### config.mk
export PLATFORM = sky130hd
export DESIGN_NAME = sprot_rx
export DESIGN_NICKNAME = d
export VERILOG_FILES = /design/src/rtl/sprot_pkg.sv /design/src/rtl/sprot_rx_fifo.sv /design/src/rtl/sprot_rx.sv
export SDC_FILE = /design/constraint.sdc
export NUM_CORES = 1
export LEC_CHECK = 0
export BUFFER_PORTS_ARGS = -buffer_cell sky130_fd_sc_hd__buf_2
export CORE_AREA = 4 4 74 76
export CTS_BUF_LIST = sky130_fd_sc_hd__clkbuf_8
export DETAILED_ROUTE_END_ITERATION = 16
export DIE_AREA = 0 0 78 80
export GPL_ROUTABILITY_DRIVEN = 0
export GPL_TIMING_DRIVEN = 0
export MAX_ROUTING_LAYER = met4
export PLACE_DENSITY = 0.66
export SLEW_MARGIN = 20
export SYNTH_ARGS = -nofsm -noshare
export SYNTH_HDL_FRONTEND = slang
export SYNTH_SLANG_ARGS = --single-unit
### constraint.sdc
create_clock -name clk -period 4.15 [get_ports clk]
set_clock_uncertainty 0.15 [all_clocks]
set_input_delay 0.83 -clock clk [delete_from_list [all_inputs] [get_ports clk]]
set_output_delay 0.83 -clock clk [all_outputs]
set_load 0.03 [all_outputs]
### src/rtl/sprot_pkg.sv
// Shared definitions for the sprot serial protocol. Used by the receiver,
// the transmitter and the testbench.
package sprot_pkg;

  // Receiver/transmitter frame-walking states.
  typedef enum logic [2:0] {
    IDLE,
    DATA,
    PARITY,
    STOP,
    BREAK
  } sprot_state_e;

  // Line levels that frame a word.
  localparam logic START_BIT = 1'b0;
  localparam logic STOP_BIT  = 1'b1;
  localparam logic IDLE_LVL  = 1'b1;

  // Cycles per frame: start + data bits + parity + stop.
  function automatic int frame_len(input int data_w);
    return data_w + 3;
  endfunction

  // Even parity bit: XOR of the data bits (callers zero-extend narrower words).
  function automatic logic even_parity(input logic [63:0] d);
    return ^d;
  endfunction

endpackage

### src/rtl/sprot_rx_fifo.sv
// First-word fall-through synchronous FIFO with an explicit occupancy counter,
// so full and empty stay distinguishable when the pointers are equal.
module sprot_rx_fifo #(
  parameter int WIDTH = 8,
  parameter int DEPTH = 4,
  parameter int CNT_W = $clog2(DEPTH + 1)
) (
  input  logic             clk,
  input  logic             rst_n,
  input  logic             push,
  input  logic [WIDTH-1:0] wdata,
  input  logic             pop,
  output logic [WIDTH-1:0] rdata,
  output logic             full,
  output logic             empty,
  output logic [CNT_W-1:0] count
);

  localparam int AW = (DEPTH > 1) ? $clog2(DEPTH) : 1;

  logic [WIDTH-1:0] mem [DEPTH];
  logic [AW-1:0]    wr_ptr;
  logic [AW-1:0]    rd_ptr;
  logic             do_push;
  logic             do_pop;

  assign empty   = (count == '0);
  assign full    = (count == CNT_W'(DEPTH));
  // A pop while empty is ignored; a push while full only lands if a pop frees a slot.
  assign do_pop  = pop && !empty;
  assign do_push = push && (!full || do_pop);
  // Head word falls through; forced to zero when nothing is stored.
  assign rdata   = empty ? '0 : mem[rd_ptr];

  // Storage write.
  // NOTE: the data array has no reset; empty/count gate every read, so stale
  // contents are never visible and the array can map onto plain RAM.
  always_ff @(posedge clk) begin
    if (do_push) mem[wr_ptr] <= wdata;
  end

  // Pointers and occupancy; pointers wrap naturally because DEPTH is a power of two.
  // NOTE: state registers use non-blocking assignments so every flop samples
  // pre-edge values regardless of block evaluation order.
  always_ff @(posedge clk) begin
    if (!rst_n) begin
      wr_ptr <= '0;
      rd_ptr <= '0;
      count  <= '0;
    end else begin
      if (do_push) wr_ptr <= wr_ptr + 1'b1;
      if (do_pop)  rd_ptr <= rd_ptr + 1'b1;
      case ({do_push, do_pop})
        2'b10:   count <= count + 1'b1;
        2'b01:   count <= count - 1'b1;
        default: count <= count;
      endcase
    end
  end

endmodule

### src/rtl/sprot_rx.sv
// sprot receive endpoint: walks start/data/parity/stop on the serial line,
// pushes good words into a small FWFT FIFO and flags parity, framing and
// overflow events with registered one-cycle pulses.
module sprot_rx
  import sprot_pkg::*;
#(
  parameter int DATA_W     = 8,
  parameter int FIFO_DEPTH = 4,
  parameter int CNT_W      = $clog2(FIFO_DEPTH + 1)
) (
  input  logic              clk,
  input  logic              rst_n,
  input  logic              sdata_i,
  output logic [DATA_W-1:0] rx_data_o,
  output logic              rx_valid_o,
  input  logic              rx_ready_i,
  output logic              parity_err_o,
  output logic              frame_err_o,
  output logic              overflow_o,
  output logic [CNT_W-1:0]  fifo_count_o
);

  localparam int BC_W = (DATA_W > 1) ? $clog2(DATA_W) : 1;

  sprot_state_e      state;
  sprot_state_e      state_nx;
  logic [DATA_W-1:0] shift;
  logic [BC_W-1:0]   bit_cnt;
  logic              parity_ok;
  logic              last_bit;

  logic              shift_en;
  logic              cnt_clr;
  logic              par_latch;
  logic              good_word;
  logic              par_fail;
  logic              stop_fail;

  logic              fifo_pop;
  logic              fifo_full;
  logic              fifo_empty;

  assign last_bit = (bit_cnt == BC_W'(DATA_W - 1));

  // State register.
  always_ff @(posedge clk) begin
    if (!rst_n) state <= IDLE;
    else        state <= state_nx;
  end

  // Next-state decode; a start bit straight after STOP is taken from IDLE.
  // NOTE: state_nx gets a default before the case so no path leaves it
  // unassigned, which would otherwise infer a latch.
  always_comb begin
    state_nx = state;
    case (state)
      IDLE:    if (sdata_i == START_BIT) state_nx = DATA;
      DATA:    if (last_bit)             state_nx = PARITY;
      PARITY:                            state_nx = STOP;
      STOP:    state_nx = (sdata_i == STOP_BIT) ? IDLE : BREAK;
      BREAK:   if (sdata_i == IDLE_LVL)  state_nx = IDLE;
      default:                           state_nx = IDLE;
    endcase
  end

  // Per-state datapath controls and stop-bit verdicts.
  always_comb begin
    shift_en  = (state == DATA);
    cnt_clr   = (state == IDLE);
    par_latch = (state == PARITY);
    good_word = (state == STOP) && (sdata_i == STOP_BIT) &&  parity_ok;
    par_fail  = (state == STOP) && (sdata_i == STOP_BIT) && !parity_ok;
    stop_fail = (state == STOP) && (sdata_i != STOP_BIT);
  end

  // Deserializer: LSB arrives first, so shift in at the MSB end.
  always_ff @(posedge clk) begin
    if (!rst_n) begin
      shift     <= '0;
      bit_cnt   <= '0;
      parity_ok <= 1'b0;
    end else begin
      if (shift_en) begin
        shift   <= {sdata_i, shift[DATA_W-1:1]};
        bit_cnt <= last_bit ? '0 : bit_cnt + 1'b1;
      end else if (cnt_clr) begin
        bit_cnt <= '0;
      end
      if (par_latch) parity_ok <= (even_parity(64'(shift)) == sdata_i);
    end
  end

  // Error pulses, registered so each lasts exactly the cycle after the stop bit.
  always_ff @(posedge clk) begin
    if (!rst_n) begin
      parity_err_o <= 1'b0;
      frame_err_o  <= 1'b0;
      overflow_o   <= 1'b0;
    end else begin
      parity_err_o <= par_fail;
      frame_err_o  <= stop_fail;
      overflow_o   <= good_word && fifo_full && !fifo_pop;
    end
  end

  assign rx_valid_o = !fifo_empty;
  assign fifo_pop   = rx_valid_o && rx_ready_i;

  sprot_rx_fifo #(
    .WIDTH (DATA_W),
    .DEPTH (FIFO_DEPTH),
    .CNT_W (CNT_W)
  ) u_fifo (
    .clk   (clk),
    .rst_n (rst_n),
    .push  (good_word),
    .wdata (shift),
    .pop   (fifo_pop),
    .rdata (rx_data_o),
    .full  (fifo_full),
    .empty (fifo_empty),
    .count (fifo_count_o)
  );

endmodule

Yosys cells after proc, flatten, opt, wreduce, memory -nomap -nowiden
Memories as Yosys holds them, arrays and structs flattened. A register that Yosys moved wholly into a read port is not among the register bits.
Cells that the tools add are included.
{"block": "word_totals", "regBits": 25, "ramBits": 32, "inputBits": 4, "out_inout_bits": 15, "wordCells": 63, "n_memories": 1}
{"block": "op_classes", "n_addsub": 5, "eq_ne": 12, "mux": 14, "bitwise": 1, "reduce_logical": 20}
{"memory": "u_fifo.mem", "depth": 4, "word_bits": 8, "rd": 1, "rd_clocked_by_memory_dff": 1, "write_ports": 1, "line": "sprot_rx_fifo.sv:21", "source": "logic [WIDTH-1:0] mem [DEPTH];"}
{"op": "$reduce_xor A64 Y1", "count": 1}
{"op": "$mux W3", "count": 7}
{"op": "$pmux W3 S5", "count": 1}
{"op": "$eq A3 B3 Y1 const B", "count": 3}
{"op": "$logic_and A1 B1 Y1", "count": 9}
{"op": "$mux W8", "count": 1}
{"op": "$add A3 B1 Y3 const B", "count": 2}
{"op": "$eq A3 B2 Y1 const B", "count": 2}
{"op": "$logic_not A3 Y1", "count": 2}
{"op": "$ne A2 B2 Y1 const B", "count": 3}
{"op": "$pmux W3 S2", "count": 1}
{"op": "$add A2 B1 Y2 const B", "count": 2}
{"op": "$logic_not A1 Y1", "count": 4}
{"op": "$mux W2", "count": 2}
{"op": "$reduce_bool A2 Y1", "count": 2}
{"op": "$eq A3 B1 Y1 const B", "count": 1}
{"op": "$reduce_and A3 Y1", "count": 1}
{"op": "$sub A3 B1 Y3 const B", "count": 1}
{"op": "$eq A2 B1 Y1 const B", "count": 1}
{"op": "$eq A2 B2 Y1 const B", "count": 1}
{"op": "$mux W1", "count": 2}
{"op": "$eq A1 B1 Y1", "count": 1}
{"op": "$logic_or A1 B1 Y1", "count": 1}
{"op": "$not A1 Y1", "count": 1}

Longest topological paths before layout
Gate-level depths: netlist of the first run.
{"block": "depth", "ltp_word": 8, "ltp_mapped": 6, "ltp_nobuf": 6}

Cells and area by module
A second synthesis of the first run with hierarchy kept.
{"block": "hier_totals", "cells_unflattened": 200, "hier_area_um2": 2613.8}
{"module": "sprot_rx_fifo", "n_inst": 1, "cells_each": 116, "area_each_um2": 1786.7, "seq_area_each_um2": 1141.1}
{"module": "sprot_rx", "n_inst": 1, "cells_each": 84, "area_each_um2": 827.0, "seq_area_each_um2": 360.3}

Worst setup path before layout of the first run
No wires, ideal clock.
{"block": "synth_path", "path_kind": "flip-flop to output port", "start": "reg u_fifo.count[0]", "end": "out rx_data_o[0]", "arrival_ns": 1.547, "t_required_ns": 3.170, "path_slack_ns": 1.623, "stages_incl_launch_ff": 4, "n_path_buf": 1, "cell_sequence": "dfxtp_1 or3_2 clkbuf_1 and2_1"}
{"block": "synth_via", "elab_chain_cells": 2}
{"item": "start: declaration", "line": "sprot_rx_fifo.sv:16", "source": "output logic [CNT_W-1:0] count"}
{"item": "start signal: assignment", "line": "sprot_rx_fifo.sv:54", "source": "2'b10: count <= count + 1'b1;"}
{"item": "start signal: assignment", "line": "sprot_rx_fifo.sv:55", "source": "2'b01: count <= count - 1'b1;"}
{"item": "start signal: assignment", "line": "sprot_rx_fifo.sv:56", "source": "default: count <= count;"}
{"item": "$logic_not A3 Y1", "line": "sprot_rx_fifo.sv:27", "source": "assign empty = (count == '0);"}
{"item": "$mux W8", "line": "sprot_rx_fifo.sv:33", "source": "assign rdata = empty ? '0 : mem[rd_ptr];"}
{"item": "end: declaration", "line": "sprot_rx.sv:14", "source": "output logic [DATA_W-1:0] rx_data_o,"}
Every way passes these cells.

==> out/summary.txt, run 1 <==
cts hold-fix bufs -> 0
die height -> 80 um
Core Region -> 0.004723 mm^2
vias in the first global route -> 1,518
# rows -> 25
Slew Viols, Final -> 0
part of the Yosys area used for sequential elements -> 60.51%
startpoint types -> flop
largest net degree at the start of global routing -> 11
Worst-path clk slew -> 0.06 ns
synth top area cells -> edfxtp_1, dfxtp_1, mux4_2
Crit Reg-Reg Endpoint -> u_fifo.mem[1][5]
final instance count without filler cells -> 283
Worst slew margin -> 48.20%
worst-path fanout max -> 8
crit path DAT -> 1.81 ns
Tcrit/Tclk final -> 67.13%
P_leak -> 0.001059 uW
Area Overhead vs Synth -> 14.62%
post-CTS sizing -> 0
CTS H-tree depth -> 3
Post-synth EDFFs -> 32
drt pass-1 iters -> 4
hpwl dp -> 2952 um
Comb power frac -> 28.8%
CTS tree -> done
Fmax achieved -> 0.3589 GHz
vias post-DR -> 1,487
post-synth top area share -> 38.73%
# setup viols final -> 0
Die Width -> 78 um
DRT antenna net count -> 0
clock sinks -> 59
proportion of power drawn by the clock network -> 30.3%
Root Buffer -> clkbuf_8
GRT Total Usage -> 16.33%
TritonCTS Buffers -> 9
Final nets -> 222
Post-Syn Instances -> 182
Ys Warns -> 0
overall routed net length -> 4303 um
RSZ-0062 raised after global routing -> no
n_diodes -> 0
Switching Fraction -> 32.05%
ratio of cells with drive above 1 in the final layout -> 22.69%
Yosys cell types -> 37
Yosys top cell by area -> edfxtp_1
initial antenna violation count -> 0
Die ar. -> 0.006240 mm^2
most frequent cells after synthesis -> edfxtp_1, dfxtp_1, nor2_1, and2_1, mux2i_1
detailed router's first-iteration violation count -> 90
net load switching power -> 522.3 uW
IO buf count -> 18
Avg Cell Area, Syn -> 13.63 um^2
total of max-cap violations -> 0
Worst Hold End -> parity_err_o
clock latency on the worst-skew pair -> 0.34 ns
I/O pin count -> 19
#FFs+latches synth -> 59
post-CTS setup buffer count -> 0
Setup crit end kind -> output pin
top-count cell post-synth -> edfxtp_1
hold crit path type -> flop to flop
placed cells -> 267
vias per cell -> 5.254
final core occ -> 60.21%
ys flop type -> edfxtp_1
mapped cell area -> 0.002481 mm^2
Tmin final -> 2.786 ns
status -> complete, no violations
Initial Util -> 52.53%
Fin. Hold Viols -> 0
Power Density -> 573.0 mW/mm^2
Hold Crit Start -> parity_ok
Reg power frac -> 40.9%
DR WL/cell -> 15.20 um
Peak VDD IR -> 225.2 uV
r2r worst-path depth -> 4
ys async rst share -> 0%
GRT Residual Overflow -> 0
DRC viols -> 0
Worst Hold Depth -> 1
reg2reg setup slack -> 1.85 ns
setup TNS -> 0 ns
r2r startpoint -> state[0]
first-pass GRT wire length -> 7231 um
syn_nets -> 193
Pint -> 1107 uW
measured slew at the worst slew-check pin -> 0.7711 ns
total power -> 1629 uW
CP required -> 3.17 ns
WS Path Type -> flop to output pin
Longest Clk Path Bufs -> 2
cell families after synthesis:
| group | after synthesis | share of synthesized area, % |
|---|---|---|
| flip-flops | 59 | 60.51 |
| adder cells (fa/ha/maj) | 7 | 3.833 |
| AND/OR/NAND/NOR | 58 | 13.26 |
| buffers and inverters | 13 | 2.219 |
| XOR/XNOR | 10 | 4.085 |
| AO/OA/AOI/OAI | 16 | 4.388 |
| multiplexers | 19 | 11.70 |
per-layer routing:
layer	up-vias	part of all wire [%]	GRT usage (%)
met3	12	4.3	4.063
met5	-	0	-
met1	735	44	19.49
li1	712	-	-
met4	0	2.8	11.01
met2	28	49	24.57
power by group through the flow:
stage	Combinational (uW)	Clock, uW	Sequential, uW
finish	469	494	666
global route	511	535	673
CTS	479	504	667
detailed placement	476	0	680
global placement	469	0	677
floorplan	340	0	698
sequential cells by signal (all words and copies together) (netlist names), named ones only:
| register | cells |
|---|---|
| u_fifo.mem | 32 |
| shift | 8 |
| bit_cnt | 3 |
| state | 3 |
| u_fifo.count | 3 |
| u_fifo.rd_ptr | 2 |
| u_fifo.wr_ptr | 2 |
| frame_err_o | 1 |
| overflow_o | 1 |
| parity_err_o | 1 |
| parity_ok | 1 |
worst max-delay path, cell delays in order (launching register included):
cell	delay [ns]
dfxtp_1	0.31
buf_2	0.27
mux4_2	0.53
and2_1	0.18
buf_2	0.18
layout make-up:
cell class              count  area [um^2]
plain buffers               8        36.28
clock buffers              10        137.6
clock inverters             6        51.30
fillers                   369         1879
inverters                   5        18.77
multi-input cells         110        924.6
flip-flops and latches     59         1501
well taps                  67        83.83
repair buffers             18        90.09
stage by stage:
step                      hold WS, ns  setup slack (ns)  cell area (um^2)
after global routing           0.3354             1.241              2844
after floorplan                0.2692             1.623              2481
after CTS                      0.3043             1.318              2844
after detailed placement       0.2976             1.325              2655
final                          0.3102             1.364              2844
after global placement         0.2925             1.361              2655
cell usage in the layout, fill, tap and decap left out, drive strengths merged, types with 7 or more instances in the layout:
cell type  instances
edfxtp            32
dfxtp             27
buf               21
nor2              17
clkbuf            15
and2              12
mux2i             11
mux4               8
inv                7
a21oi              7
how the worst max path moves through the flow:
stage	endpoint	slack (ns)	cells after the start
6_report	rx_data_o[0]	1.36	4
3_5_place_dp	u_fifo.mem[1][5]	1.33	4
4_1_cts	rx_data_o[0]	1.32	4
3_3_place_gp	u_fifo.mem[0][4]	1.36	4
2_1_floorplan	rx_data_o[0]	1.62	3
5_1_grt	rx_data_o[6]	1.24	4
Note: power is estimated with default switching activity, not from simulation.
==> inputs of run 2 (changes only) <==
Settings changed: PLACE_DENSITY 0.66 to 0.69.
Clock period 4.15 ns to 2.38 ns, I/O delays scaled along.
==> run 2 against run 1 <==
Net effect:
- via count down 2.1%
- first-iteration DRC count up 32%
- combinational power up 72%
- die area unchanged
- register-to-register slack worse by 1.7 ns
- sequential share of layout area down 0.23 points
- hold slack worse by 0.013 ns
- critical path type unchanged
- largest cell class unchanged
- highest routed layer unchanged
==> out/summary.txt, run 2 (synthesis gave the netlist of run 1 again) <==
startpoint types -> flop
worst-path fanout max -> 8
I/O pin count -> 19
r2r worst-path depth -> 4
Setup crit end kind -> output pin
largest net degree at the start of global routing -> 11
vias post-DR -> 1,456
Worst-path clk slew -> 0.06 ns
RSZ-0062 raised after global routing -> no
Fin. Hold Viols -> 0
CP required -> 1.75 ns
ratio of cells with drive above 1 in the final layout -> 21.96%
commonest non-fill, non-tap cells in the layout -> edfxtp_1, dfxtp_1, buf_2
TritonCTS Buffers -> 9
max FFs per register -> 32
P_leak -> 0.001065 uW
measured slew at the worst slew-check pin -> 0.6715 ns
n_diodes -> 0
drt pass-1 iters -> 4
commonest non-fill, non-tap cell in the layout -> edfxtp_1
r2r startpoint -> state[0]
Die ar. -> 0.006240 mm^2
DRC viols -> 0
overall routed net length -> 4153 um
Hold Crit Start -> rst_n
Pint -> 2010 uW
GRT Total Usage -> 15.47%
Core Region -> 0.004723 mm^2
CTS H-tree depth -> 3
status -> complete, no violations
# rows -> 25
Worst Hold End -> overflow_o
Slew Viols, Final -> 0
Crit Reg-Reg Endpoint -> u_fifo.mem[1][3]
DRT antenna net count -> 0
Die Width -> 78 um
hold crit path type -> primary input to flop
Reg power frac -> 40.4%
Longest Clk Path Bufs -> 2
Final nets -> 220
final instance count without filler cells -> 281
net load switching power -> 890.1 uW
clock sinks -> 59
Comb power frac -> 27.8%
placed cells -> 267
cts hold-fix bufs -> 0
Fmax achieved -> 0.4383 GHz
clock latency on the worst-skew pair -> 0.33 ns
crit path DAT -> 1.66 ns
die height -> 80 um
GRT Residual Overflow -> 0
Most flops, register -> u_fifo.mem
Tcrit/Tclk final -> 95.87%
Peak VDD IR -> 598.0 uV
Area Overhead vs Synth -> 15.13%
total power -> 2900 uW
final core occ -> 60.48%
IO buf count -> 18
vias per cell -> 5.181
Tmin final -> 2.282 ns
first-pass GRT wire length -> 6927 um
reg2reg setup slack -> 0.20 ns
Power Density -> 1015 mW/mm^2
Root Buffer -> clkbuf_8
Worst slew margin -> 54.89%
detailed router's first-iteration violation count -> 119
Worst Hold Depth -> 3
CTS tree -> done
WS Path Type -> flop to output pin
proportion of power drawn by the clock network -> 31.9%
total of max-cap violations -> 0
largest registers -> u_fifo.mem x32, shift x8
initial antenna violation count -> 0
Initial Util -> 52.53%
# setup viols final -> 0
vias in the first global route -> 1,411
Switching Fraction -> 30.69%
hpwl dp -> 2993 um
DR WL/cell -> 14.78 um
-- run 2: cell types whose count changed in the layout (fill, tap and decap cells not counted), sizes merged --
cell / delta
bufinv: +1
clkbuf: -3
clkinv: -1
inv: +1
-- run 2: worst max-delay path: stages, from the launching register on --
cell and delay (ns):
dfxtp_1 0.32, buf_6 0.16, mux4_2 0.51, and2_1 0.16
buf_2 0.17
-- run 2: power by group through the flow --
stage	sequential, uW	combinational, uW	clock (uW)
2_1_floorplan	1220	592	0
3_3_place_gp	1180	805	0
3_5_place_dp	1180	824	0
4_1_cts	1170	816	941
5_1_grt	1180	866	993
6_report	1170	806	924
-- run 2: what timing repair did --
| item | CTS | global route |
|---|---|---|
| setup buffers | 0 | 0 |
| setup endpoints to repair | 8 | 8 |
| gates resized for setup | 1 | 1 |
| hold endpoints to repair | 0 | 0 |
-- run 2: routing by layer --
layer	routed length, um	vias to the layer above	GRT usage, %
met3	143	10	3.499
met1	1904	708	18.05
met4	97	0	10.49
li1	-	711	-
met2	2008	27	23.97
met5	0	-	-
-- run 2: area by class of cell --
cell class	count	area, um^2
plain buffers	6	35.03
clock buffers	9	123.9
clock inverters	7	78.83
fillers	366	1867
inverters	5	18.77
multi-input cells	110	924.6
flip-flops and latches	59	1501
well taps	67	83.83
repair buffers	18	90.09
-- run 2: worst max path at each step --
stage          cells past startpoint          endpoint  slack (ns)             from
6_report                           4      rx_data_o[4]         0.1             flop
3_5_place_dp                       4  u_fifo.mem[1][6]       -0.05          sdata_i
2_1_floorplan                      3      rx_data_o[0]        0.21  u_fifo.count[0]
5_1_grt                            4      rx_data_o[0]        0.01             flop
4_1_cts                            4      rx_data_o[4]        0.04             flop
3_3_place_gp                       4  u_fifo.mem[3][6]       0.003          sdata_i
-- run 2: through the flow --
step	hold slack, ns	cell area [um^2]	setup TNS, ns	worst slack, ns
floorplan	0.2692	2481	0	0.2067
global placement	0.2994	2655	0	0.003286
detailed placement	0.3006	2655	-1.034	-0.04739
CTS	0.2932	2853	0	0.03752
global route	0.3058	2856	0	0.01062
finish	0.2969	2856	0	0.09824
